**src/rtl/bus_scheduler.sv**
```systemverilog
// Time-division scheduler for the shared CPU/RAM/IO bus: each CPU cycle is split into
// a video slot, an MCU slot and a 6502 slot, with PHI2, bus enable and CPU reset generated here.
module bus_scheduler #(
    parameter int CYCLE_COUNT  = 64,
    parameter int VIDEO_CYCLES = 12,
    parameter int WB_CYCLES    = 12,
    parameter int PHI1_CYCLES  = 32,
    parameter int RESET_CYCLES = 8
) (
    input  logic                           sys_clock_i,
    input  logic                           sys_reset_ni,
    input  logic                           cpu_run_i,
    input  logic                           cpu_reset_req_i,
    input  logic                           wb_req_i,
    output logic                           wb_grant_o,
    output logic                           wb_strobe_o,
    output logic                           wb_ack_o,
    output logic                           video_grant_o,
    output logic                           video_strobe_o,
    output logic                           cpu_be_o,
    output logic                           cpu_clock_o,
    output logic                           cpu_strobe_o,
    output logic                           cpu_reset_o,
    output logic [$clog2(CYCLE_COUNT)-1:0] cycle_o
);
    localparam int CW = $clog2(CYCLE_COUNT);
    localparam int RW = ($clog2(RESET_CYCLES + 1) < 3) ? 3 : $clog2(RESET_CYCLES + 1);

    localparam logic [CW-1:0] LP_WB_FIRST   = CW'(VIDEO_CYCLES);
    localparam logic [CW-1:0] LP_CPU_FIRST  = CW'(VIDEO_CYCLES + WB_CYCLES);
    localparam logic [CW-1:0] LP_PHI2_FIRST = CW'(PHI1_CYCLES);
    localparam logic [CW-1:0] LP_LAST       = CW'(CYCLE_COUNT - 1);
    localparam logic [RW-1:0] LP_RST_LOAD   = RW'(RESET_CYCLES);

    logic          r_started;
    logic [CW-1:0] r_cycle;
    logic          r_run;
    logic [RW-1:0] r_rstCnt;

    logic [CW-1:0] w_next;
    logic          w_frameStart;
    logic          w_wbGrant;
    logic          w_wbStrobe;
    logic          w_wbAck;
    logic          w_rstDec;
    logic [RW-1:0] w_rstCnt;
    logic          w_cpuReset;

    assign cycle_o = r_cycle;

    // Outputs are registered from the count they will accompany; the first clock after
    // reset release holds the count at 0 so the first frame begins cleanly at cycle 0.
    always_comb begin
        w_next       = r_started ? (r_cycle + CW'(1)) : '0;
        w_frameStart = (w_next == '0);

        w_wbGrant = 1'b0;
        if (w_next == LP_WB_FIRST) begin
            w_wbGrant = wb_req_i;
        end else if ((w_next > LP_WB_FIRST) && (w_next < LP_CPU_FIRST)) begin
            w_wbGrant = wb_grant_o;
        end else if (!r_run && (w_next == LP_CPU_FIRST)) begin
            // A request still high from a first-slot ack must not be granted twice.
            w_wbGrant = wb_req_i && !wb_grant_o;
        end else if (!r_run && (w_next > LP_CPU_FIRST)) begin
            w_wbGrant = wb_grant_o;
        end
        w_wbStrobe = w_wbGrant && ((w_next == LP_WB_FIRST) || (w_next == LP_CPU_FIRST));
        w_wbAck    = w_wbGrant && ((w_next == LP_CPU_FIRST - CW'(1)) || (w_next == LP_LAST));

        w_rstDec = r_started && w_frameStart && (r_rstCnt != '0);
        w_rstCnt = r_rstCnt;
        if (cpu_reset_req_i) begin
            w_rstCnt = LP_RST_LOAD;
        end else if (w_rstDec) begin
            w_rstCnt = r_rstCnt - RW'(1);
        end

        w_cpuReset = cpu_reset_o;
        if (cpu_reset_req_i) begin
            w_cpuReset = 1'b1;
        end else if (w_frameStart && (w_rstCnt == '0)) begin
            w_cpuReset = 1'b0;
        end
    end

    // The run flag is latched only at a frame boundary so the 6502 never sees a partial cycle.
    always_ff @(posedge sys_clock_i or negedge sys_reset_ni) begin
        if (!sys_reset_ni) begin
            r_started      <= 1'b0;
            r_cycle        <= '0;
            r_run          <= 1'b0;
            r_rstCnt       <= LP_RST_LOAD;
            wb_grant_o     <= 1'b0;
            wb_strobe_o    <= 1'b0;
            wb_ack_o       <= 1'b0;
            video_grant_o  <= 1'b0;
            video_strobe_o <= 1'b0;
            cpu_be_o       <= 1'b0;
            cpu_clock_o    <= 1'b0;
            cpu_strobe_o   <= 1'b0;
            cpu_reset_o    <= 1'b1;
        end else begin
            r_started      <= 1'b1;
            r_cycle        <= w_next;
            if (w_frameStart) begin
                r_run <= cpu_run_i;
            end
            r_rstCnt       <= w_rstCnt;
            wb_grant_o     <= w_wbGrant;
            wb_strobe_o    <= w_wbStrobe;
            wb_ack_o       <= w_wbAck;
            video_grant_o  <= (w_next < LP_WB_FIRST);
            video_strobe_o <= w_frameStart;
            cpu_be_o       <= r_run && (w_next >= LP_CPU_FIRST);
            cpu_clock_o    <= r_run && (w_next >= LP_PHI2_FIRST);
            cpu_strobe_o   <= r_run && (w_next == LP_LAST);
            cpu_reset_o    <= w_cpuReset;
        end
    end

endmodule

```
**config.mk**
```make
export PLATFORM = sky130hd
export DESIGN_NAME = bus_scheduler
export DESIGN_NICKNAME = d
export VERILOG_FILES = /design/src/rtl/bus_scheduler.sv
export SDC_FILE = /design/constraint.sdc
export NUM_CORES = 1
export LEC_CHECK = 0
export ABC_AREA = 1
export BUFFER_PORTS_ARGS = -buffer_cell sky130_fd_sc_hd__buf_2
export CORE_MARGIN = 2
export CORE_UTILIZATION = 55
export DETAILED_ROUTE_END_ITERATION = 7
export MAX_ROUTING_LAYER = met4
export PLACE_DENSITY = 0.79
export SYNTH_ARGS = -nofsm -noshare
export SYNTH_HDL_FRONTEND = slang
export SYNTH_SLANG_ARGS = --single-unit
```
**constraint.sdc**
```tcl
create_clock -name sys_clock_i -period 5.47 [get_ports sys_clock_i]
set_input_delay 0.2735 -clock sys_clock_i [delete_from_list [all_inputs] [get_ports sys_clock_i]]
set_output_delay 0.2735 -clock sys_clock_i [all_outputs]
set_load 0.01 [all_outputs]
```
* Yosys cells after proc, flatten, opt, wreduce, memory -nomap -nowiden
Index checks and enable logic that the tools add are counted.
** Word-level totals
- Bits in registers :: 21
- Output and inout bits :: 15
- Word-level logic and storage cells :: 54
** Operators by class
- Add/sub/neg operators :: 2
- Magnitude comparators :: 6
- Equal/unequal tests :: 4
- Mux-type cells :: 9
- Reduce and logical (&&, ||, !) cells :: 20
** Operators with widths (number)
- $eq 6x5->1 const B :: 2
- $logic_and 1x1->1 :: 12
- $mux 4 :: 2
- $add 6x1->6 const B :: 1
- $eq 6x4->1 const B :: 1
- $eq 6x6->1 const B :: 1
- $ge 6x5->1 const B :: 1
- $ge 6x6->1 const B :: 1
- $gt 6x4->1 const B :: 1
- $gt 6x5->1 const B :: 1
- $logic_not 6->1 :: 1
- $lt 6x4->1 const B :: 1
- $lt 6x5->1 const B :: 1
- $mux 1 :: 6
- $mux 6 :: 1
- $logic_not 4->1 :: 1
- $reduce_bool 4->1 :: 1
- $sub 4x1->4 const B :: 1
- $logic_not 1->1 :: 2
- $logic_or 1x1->1 :: 2
- $reduce_bool 2->1 :: 1

* Longest topological paths before layout
Gate-level depths: netlist (run 1).
- Depth in word-level cells :: 11
- Depth in mapped cells :: 16
- Mapped depth without buffers :: 16

* Worst setup path before layout (run 1)
OpenSTA, ideal clock, no wires.
- Kind :: reg2reg
- Start :: reg r_cycle[0], in the netlist cycle_o[0]
- End :: reg cpu_reset_o
- Setup time :: 77 ps
- Arrival :: 1767 ps
- Required time :: 5393 ps
- Setup slack :: 3626 ps
- Stages on the path, launching flop included :: 14
- Buffers on the path :: 0
- Clock period less this slack :: 1844 ps
- Path through :: dfrtp_1 ha_1 nand2_1 o21ai_1 nor2_1 nand2_2 nor2_4 nand3_1 nand3_1 nand2_1 nor2_1 nand2_1 nand2_1 nand2_1
** Between the ends
- Longest elaborated chain between the ends :: 10
** Ends and longest elaborated chain
- start, declared :: line 36 : logic [CW-1:0] r_cycle;
- start signal, assigned :: line 105 : r_cycle <= w_next;
- $add 6x1->6 (*) :: line 54 : w_next = r_started ? (r_cycle + CW'(1)) : '0;
- $mux 6 (*) :: line 54
- $logic_not 6->1 (*) :: line 55 : w_frameStart = (w_next == '0);
- net w_frameStart :: line 41 : logic w_frameStart;
- $logic_and 1x1->1 (2 in series) :: line 71 : w_rstDec = r_started && w_frameStart && (r_rstCnt != '0);
- $mux 4 :: line 75 : end else if (w_rstDec) begin
- $mux 4 :: line 73 : if (cpu_reset_req_i) begin
- $logic_not 4->1 :: line 82 : end else if (w_frameStart && (w_rstCnt == '0)) begin
- $logic_and 1x1->1 (*) :: line 82
- $reduce_bool 2->1 (no line) (*)
- end signal, assigned :: line 118 : cpu_reset_o <= w_cpuReset;
- end, declared :: line 23 : output logic cpu_reset_o,
Mark *: on every way through the listed nets, which the timed path passes. The rest lies on a longest branch.
A chain may end at the register's enable or synchronous reset.

* Worst setup path after layout (run 1)
Ends and elaborated chain as after synthesis.

==> impl_metrics.toml, run 1 <==
[setup_path]
worstReg2RegStart = "cycle_o[0]$_DFF_PN0_"
max_stage_delay_ns = 0.46
arrival_ns = 2.25
worstSetupStartpointType = "register"
r2r-end = "cpu_reset_o$_DFFE_PN1P_"
path_cells = "ha_1 -> nand2_1 -> o21ai_1 -> nor2_1 -> nand2_2 -> nor2_4 -> nand3_1 -> nand3_1 -> nand2_1 -> nor2_1 -> nand2_1 -> nand2_1 -> nand2_1"
crit_fanout = 7
crit_path_frequent_cell = "nand2_1"
cp.required_ns = 5.70
cp-endpoint = "cpu_reset_o$_DFFE_PN1P_"
worst_path_max_delay_cell = "dfrtp_1"
crit_start = "cycle_o[0]$_DFF_PN0_"
timing.reg2reg.setup_slack_ns = 3.45
worst-setup-path-type = "reg2reg"
ff2ff_path_depth = 13
endpoint_kind = "register"

[clock_tree]
cts_resized = 0
cts_tree = "done"
cts_setup_buffers = 0
cts_root_buffer = "clkbuf_4"
cts.sinks = 21
cts_buffers = 3
clk_pin_slew_ns = 0.11
clk_path_buf_depth = 2
clock_latency_ns = 0.29
htreeDepth = 1

[synth]
ys_ff_latch = 21
syn_area_um2 = 1036
ys_seq_area_share_pct = 50.97
postSynthNetCount = 130
synth_cell_types = 25
avgSynthCellArea_um2 = 8.423
ys_warn_count = 0
netlist_instances = 123

[placed_design]
place_congestion = 0.8470
postPlaceCellArea_um2 = 1162
dp_cells = 167
io_buffer_count = 19
dp_hpwl_um = 1413

[route]
drtIter0Drc = 11
via_per_inst = 4.756
drt_pre_antenna_iters = 4
drc = 0
drtAntennaViolNets = 0
wl_um = 1801
wire_per_inst_um = 10.47
vias = 818

[global_route]
antenna_found_initial = 0
grt_pass1_wl_um = 3008
grtUsageTotal_pct = 19.97
grt_pass1_vias = 770
grt_max_degree = 22
overflow = 0

[outcome]
outcome = "completed"

[layout]
largest_reg_flops = 6
nNetsFinal = 155
fillers = 157
stdcell_area_um2 = 1199
final_common_cell = "nand2_1"
fin_cells = 172
multi_input_area_um2 = 417.9
diodes = 0
register_area_um2 = 528.0
drive_gt1_share_pct = 24.49
final_cell_mix = "nand2_1, inv_1, dfrtp_1, buf_2, nor2_1"
area_delta_synth_final_pct = 15.70

[floorplanning]
pin_count = 20
num_rows = 15
start_util_pct = 59.35
fp.coreArea_um2 = 1745
dieArea_um2 = 2247
fp.dieH_um = 47.40
die_w_um = 47.40

[hold_path]
min_path_type = "in2reg"
min_path_cells = 2

[power_and_ir_drop]
p_leak_nw = 0.6793
total_power_mw = 0.3004
p_per_area_nw_per_um2 = 250.6
ir_drop_mv = 0.2039

[sta]
min_period_ns = 2.022
finClkSkew_ns = 0.002478
tns_ns = 0
drv_slew = 0
rsz0062_at_grt = "false"
holdWs_ns = 0.1442
fmaxAchievable_mhz = 494.7
finalHoldViolations = 0
fin_crit_sh_pct = 36.96
setup_viol = 0

[run]
drv_cap = 0
-- cells in the mapped netlist (all sizes together) --
cell type	number	area, um^2
inv	24	90.08
o21bai	2	15.01
xor2	2	17.52
a21oi	3	18.77
nand3	13	80.08
o21ai	4	20.02
conb	1	3.750
dfstp	2	52.55
nor2	16	75.07
nand2	27	106.4
nor4	1	6.260
dfrtp	19	475.5
and2	1	6.260
ha	2	25.02
nand3b	1	7.510
nor3	1	5.000
nand4	4	31.28
-- how the worst min path moves through the flow --
stage                    startpoint                       to  slack [ns]
floorplan              sys_reset_ni       cpu_be_o$_DFF_PN0_       -0.02
finish              cpu_reset_req_i    r_rstCnt[1]$_DFF_PN0_        0.14
global route        cpu_reset_req_i    r_rstCnt[1]$_DFF_PN0_        0.12
detailed placement     sys_reset_ni  video_grant_o$_DFF_PN0_        0.24
global placement       sys_reset_ni     cycle_o[5]$_DFF_PN0_        0.24
CTS                 cpu_reset_req_i    r_rstCnt[1]$_DFF_PN0_        0.14
-- worst max-delay path: cells and delay by family, from the launching register on --
kind | cells | cell delay, ns
and+or+nand+nor | 11 | 1.08
DFF | 1 | 0.46
adders and majority gates | 1 | 0.31
AOI/OAI and AO/OA | 1 | 0.11
-- kinds of logic after synthesis --
logic type / count (synthesis) / share of synthesized area, %
simple gates: 64 / 30.68
buf+inv: 24 / 8.695
flops: 21 / 50.97
compound gates: 9 / 5.193
xor+xnor: 2 / 1.691
fa+ha+maj: 2 / 2.415
other cells: 1 / 0.3620
-- metrics by stage --
stage	worst slack, ns	util, %
final	3.448	68.67
after global routing	3.207	68.67
after CTS	3.449	68.67
after detailed placement	3.465	66.60
after global placement	3.493	66.60
after floorplan	3.626	-
-- layout make-up --
cell class / instances / area share, %
Clock buffer: 4 / 2.192
Multi-Input combinational cell: 78 / 34.86
Timing Repair Buffer: 20 / 8.768
Inverter: 24 / 7.516
Tap cell: 25 / 2.610
Sequential cell: 21 / 44.05
-- per-layer routing --
layer | share of wire, % | vias to the layer above | track usage, % | routed length (um)
met5 | 0 | - | - | 0
met4 | 1.2 | 0 | 8.333 | 22
met3 | 2.2 | 2 | 3.462 | 40
met2 | 48 | 11 | 33.78 | 872
met1 | 48 | 372 | 23.02 | 864
li1 | - | 433 | - | -
-- power by group --
| group | leakage (nW) | internal (mW) | switching, mW |
|---|---|---|---|
| sequential | 0.271 | 0.165 | 0.00780 |
| combinational | 0.394 | 0.0207 | 0.0348 |
| clock | 0.0150 | 0.0283 | 0.0435 |
| total | 0.679 | 0.214 | 0.0860 |
-- what timing repair did --
action                                  in CTS  in global routing
hold buffers                                 1                  0
endpoints found under the setup margin       0                  0
hold endpoints to repair                    19                  0
Note: power is estimated with default switching activity, not from simulation.
==> run 2, diff against run 1 <==
Settings changed: ABC_AREA 1 to 0, CORE_UTILIZATION 55 to 54, PLACE_DENSITY 0.79 to 0.77.
Clock period 5.47 ns to 1.9 ns, I/O delays scaled along.
==> impl_metrics.toml, run 2 <==
[synth]
avgSynthCellArea_um2 = 10.57
synthTopCellsByArea = "dfrtp_1, dfstp_2, and2_1"
synth_enable_flop_cells = 0
yosys-top-cells-count = "dfrtp_1, nor2_1, and2_1, inv_1, nand2b_1"
synth_top_area_share_pct = 40.51
async_reset_ff_share_pct = 100.0
yosysMostFrequentCell = "dfrtp_1"
synth_cell_types = 44
netlist_instances = 111
ys_seq_area_share_pct = 44.99
ys_warn_count = 0
syn_area_um2 = 1174
ys_ff_latch = 21
synth.largest_area_cell = "dfrtp_1"
ys.flop_type = "dfrtp_1"
postSynthNetCount = 118

[setup_path]
endpoint_kind = "register"
max_stage_delay_ns = 0.44
timing.reg2reg.setup_slack_ns = -0.03
worst_path_max_delay_cell = "dfrtp_1"
cp.required_ns = 2.09
cp-endpoint = "wb_grant_o$_DFF_PN0_"
critPathBufInv = 1
r2r-end = "wb_grant_o$_DFF_PN0_"
arrival_ns = 2.12
crit_start = "cycle_o[0]$_DFF_PN0_"
worstSetupStartpointType = "register"
cp.depth = 8
crit_fanout = 4
ff2ff_path_depth = 8
path_cells = "ha_4 -> xor2_2 -> o21ai_2 -> buf_4 -> nor2_1 -> o211ai_1 -> nand2_1 -> or3_1"
worstReg2RegStart = "cycle_o[0]$_DFF_PN0_"
crit_family = "simple AND/OR/NAND/NOR gates"
worst-setup-path-type = "reg2reg"

[floorplanning]
fp.dieH_um = 50.62
pin_count = 20
die_w_um = 50.62
start_util_pct = 58.63
dieArea_um2 = 2562
fp.coreArea_um2 = 2002
num_rows = 16

[route]
vias = 960
drt_pre_antenna_iters = 4
drtIter0Drc = 31
wl_um = 2538
drc = 0
via_per_inst = 5.486
wire_per_inst_um = 14.50
drtAntennaViolNets = 0

[clock_tree]
cts_tree = "done"
clock_latency_ns = 0.30
clk_pin_slew_ns = 0.12
htreeDepth = 1
clk_path_buf_depth = 2
cts_buffers = 3
cts_root_buffer = "clkbuf_4"
cts.sinks = 21

[placed_design]
dp_hpwl_um = 1670
pre_cts_slack_ns = -0.04103
postPlaceCellArea_um2 = 1333
place_congestion = 0.9003
io_buffer_count = 19

[global_route]
grtUsageTotal_pct = 22.17
overflow = 0
grt_pass1_vias = 928
grt_pass1_wl_um = 4126
antenna_found_initial = 0
grt_max_degree = 22

[sta]
tns_ns = -0.04538
fin_ws_ns = -0.03164
fin_crit_sh_pct = 101.7
fmaxAchievable_mhz = 517.7
finalHoldViolations = 0
setup_viol = 2
finClkSkew_ns = 0.0007505
min_period_ns = 1.932
rsz0062_at_grt = "true"
drv_slew = 0
holdWs_ns = 0.003846

[outcome]
outcome = "finished, violations left"
violations = "setup timing"

[layout]
area_delta_synth_final_pct = 28.78
fillers = 139
final_cell_mix = "buf_2, dfrtp_1, buf_4"
drive_gt1_share_pct = 45.27
nNetsFinal = 156
final_common_cell = "buf_2"
diodes = 0
largest_reg_flops = 6
stdcell_area_um2 = 1511

[power_and_ir_drop]
total_power_mw = 0.9456
p_per_area_nw_per_um2 = 625.6
p_leak_nw = 0.7441
ir_drop_mv = 0.4188

[run]
drv_cap = 0

[hold_path]
min_path_cells = 2
min_path_type = "in2reg"
==> run 2: kinds of logic after synthesis <==
| logic type | synth area share (%) |
|---|---|
| and+or+nand+nor | 28.25 |
| adders and majority gates | 2.132 |
| other | 0.3195 |
| DFF | 44.99 |
| muxes | 2.878 |
| AOI/OAI and AO/OA | 11.62 |
| xor gates and xnor gates | 5.970 |
| buffers and inverters | 3.837 |
==> run 2: stage by stage <==
stage	utilization, %	std cells
2_1_floorplan	-	111
3_3_place_gp	66.56	160
3_5_place_dp	66.56	160
4_1_cts	72.19	170
5_1_grt	75.50	175
6_report	75.50	175
==> run 2: worst min-delay path by stage <==
stage | startpoint | endpoint
after CTS | cpu_reset_req_i | r_rstCnt[0]$_DFF_PN0_
final | cpu_reset_req_i | r_rstCnt[0]$_DFF_PN0_
after global routing | cpu_reset_req_i | r_rstCnt[0]$_DFF_PN0_
after floorplan | sys_reset_ni | cpu_be_o$_DFF_PN0_
after global placement | sys_reset_ni | cycle_o[2]$_DFF_PN0_
after detailed placement | sys_reset_ni | cycle_o[2]$_DFF_PN0_
==> run 2: what timing repair did <==
item | in CTS | in global routing
pin swaps | 7 | 6
hold buffers | 1 | 0
resized for setup | 7 | 6
buffers inserted | 5 | 5
hold endpoints to repair | 19 | 0
endpoints found under the setup margin | 4 | 7
==> run 2: report_power, final <==
group	leakage [nW]	switching, mW	internal [mW]	total (mW)
clock network	0.0177	0.137	0.0784	0.216
registers	0.266	0.0294	0.477	0.506
logic	0.460	0.112	0.111	0.224
==> run 2: area by class of cell <==
type                    count  area [um^2]  area share, %
repair buffers             36        225.2          14.90
multi-input cells          80        668.1          44.21
inverters                   7        26.28          1.738
flip-flops and latches     21        530.5          35.10
clock inverters             1        5.005         0.3311
well taps                  27        33.78          2.235
clock buffers               3        22.52          1.490
==> run 2: metal layers <==
layer / track usage (%) / share of wire [%] / vias up
met5: - / 0 / -
met4: 8.559 / 2.0 / 0
met3: 5.060 / 4.5 / 8
met2: 38.60 / 49 / 37
met1: 24.62 / 45 / 463
li1: - / - / 452
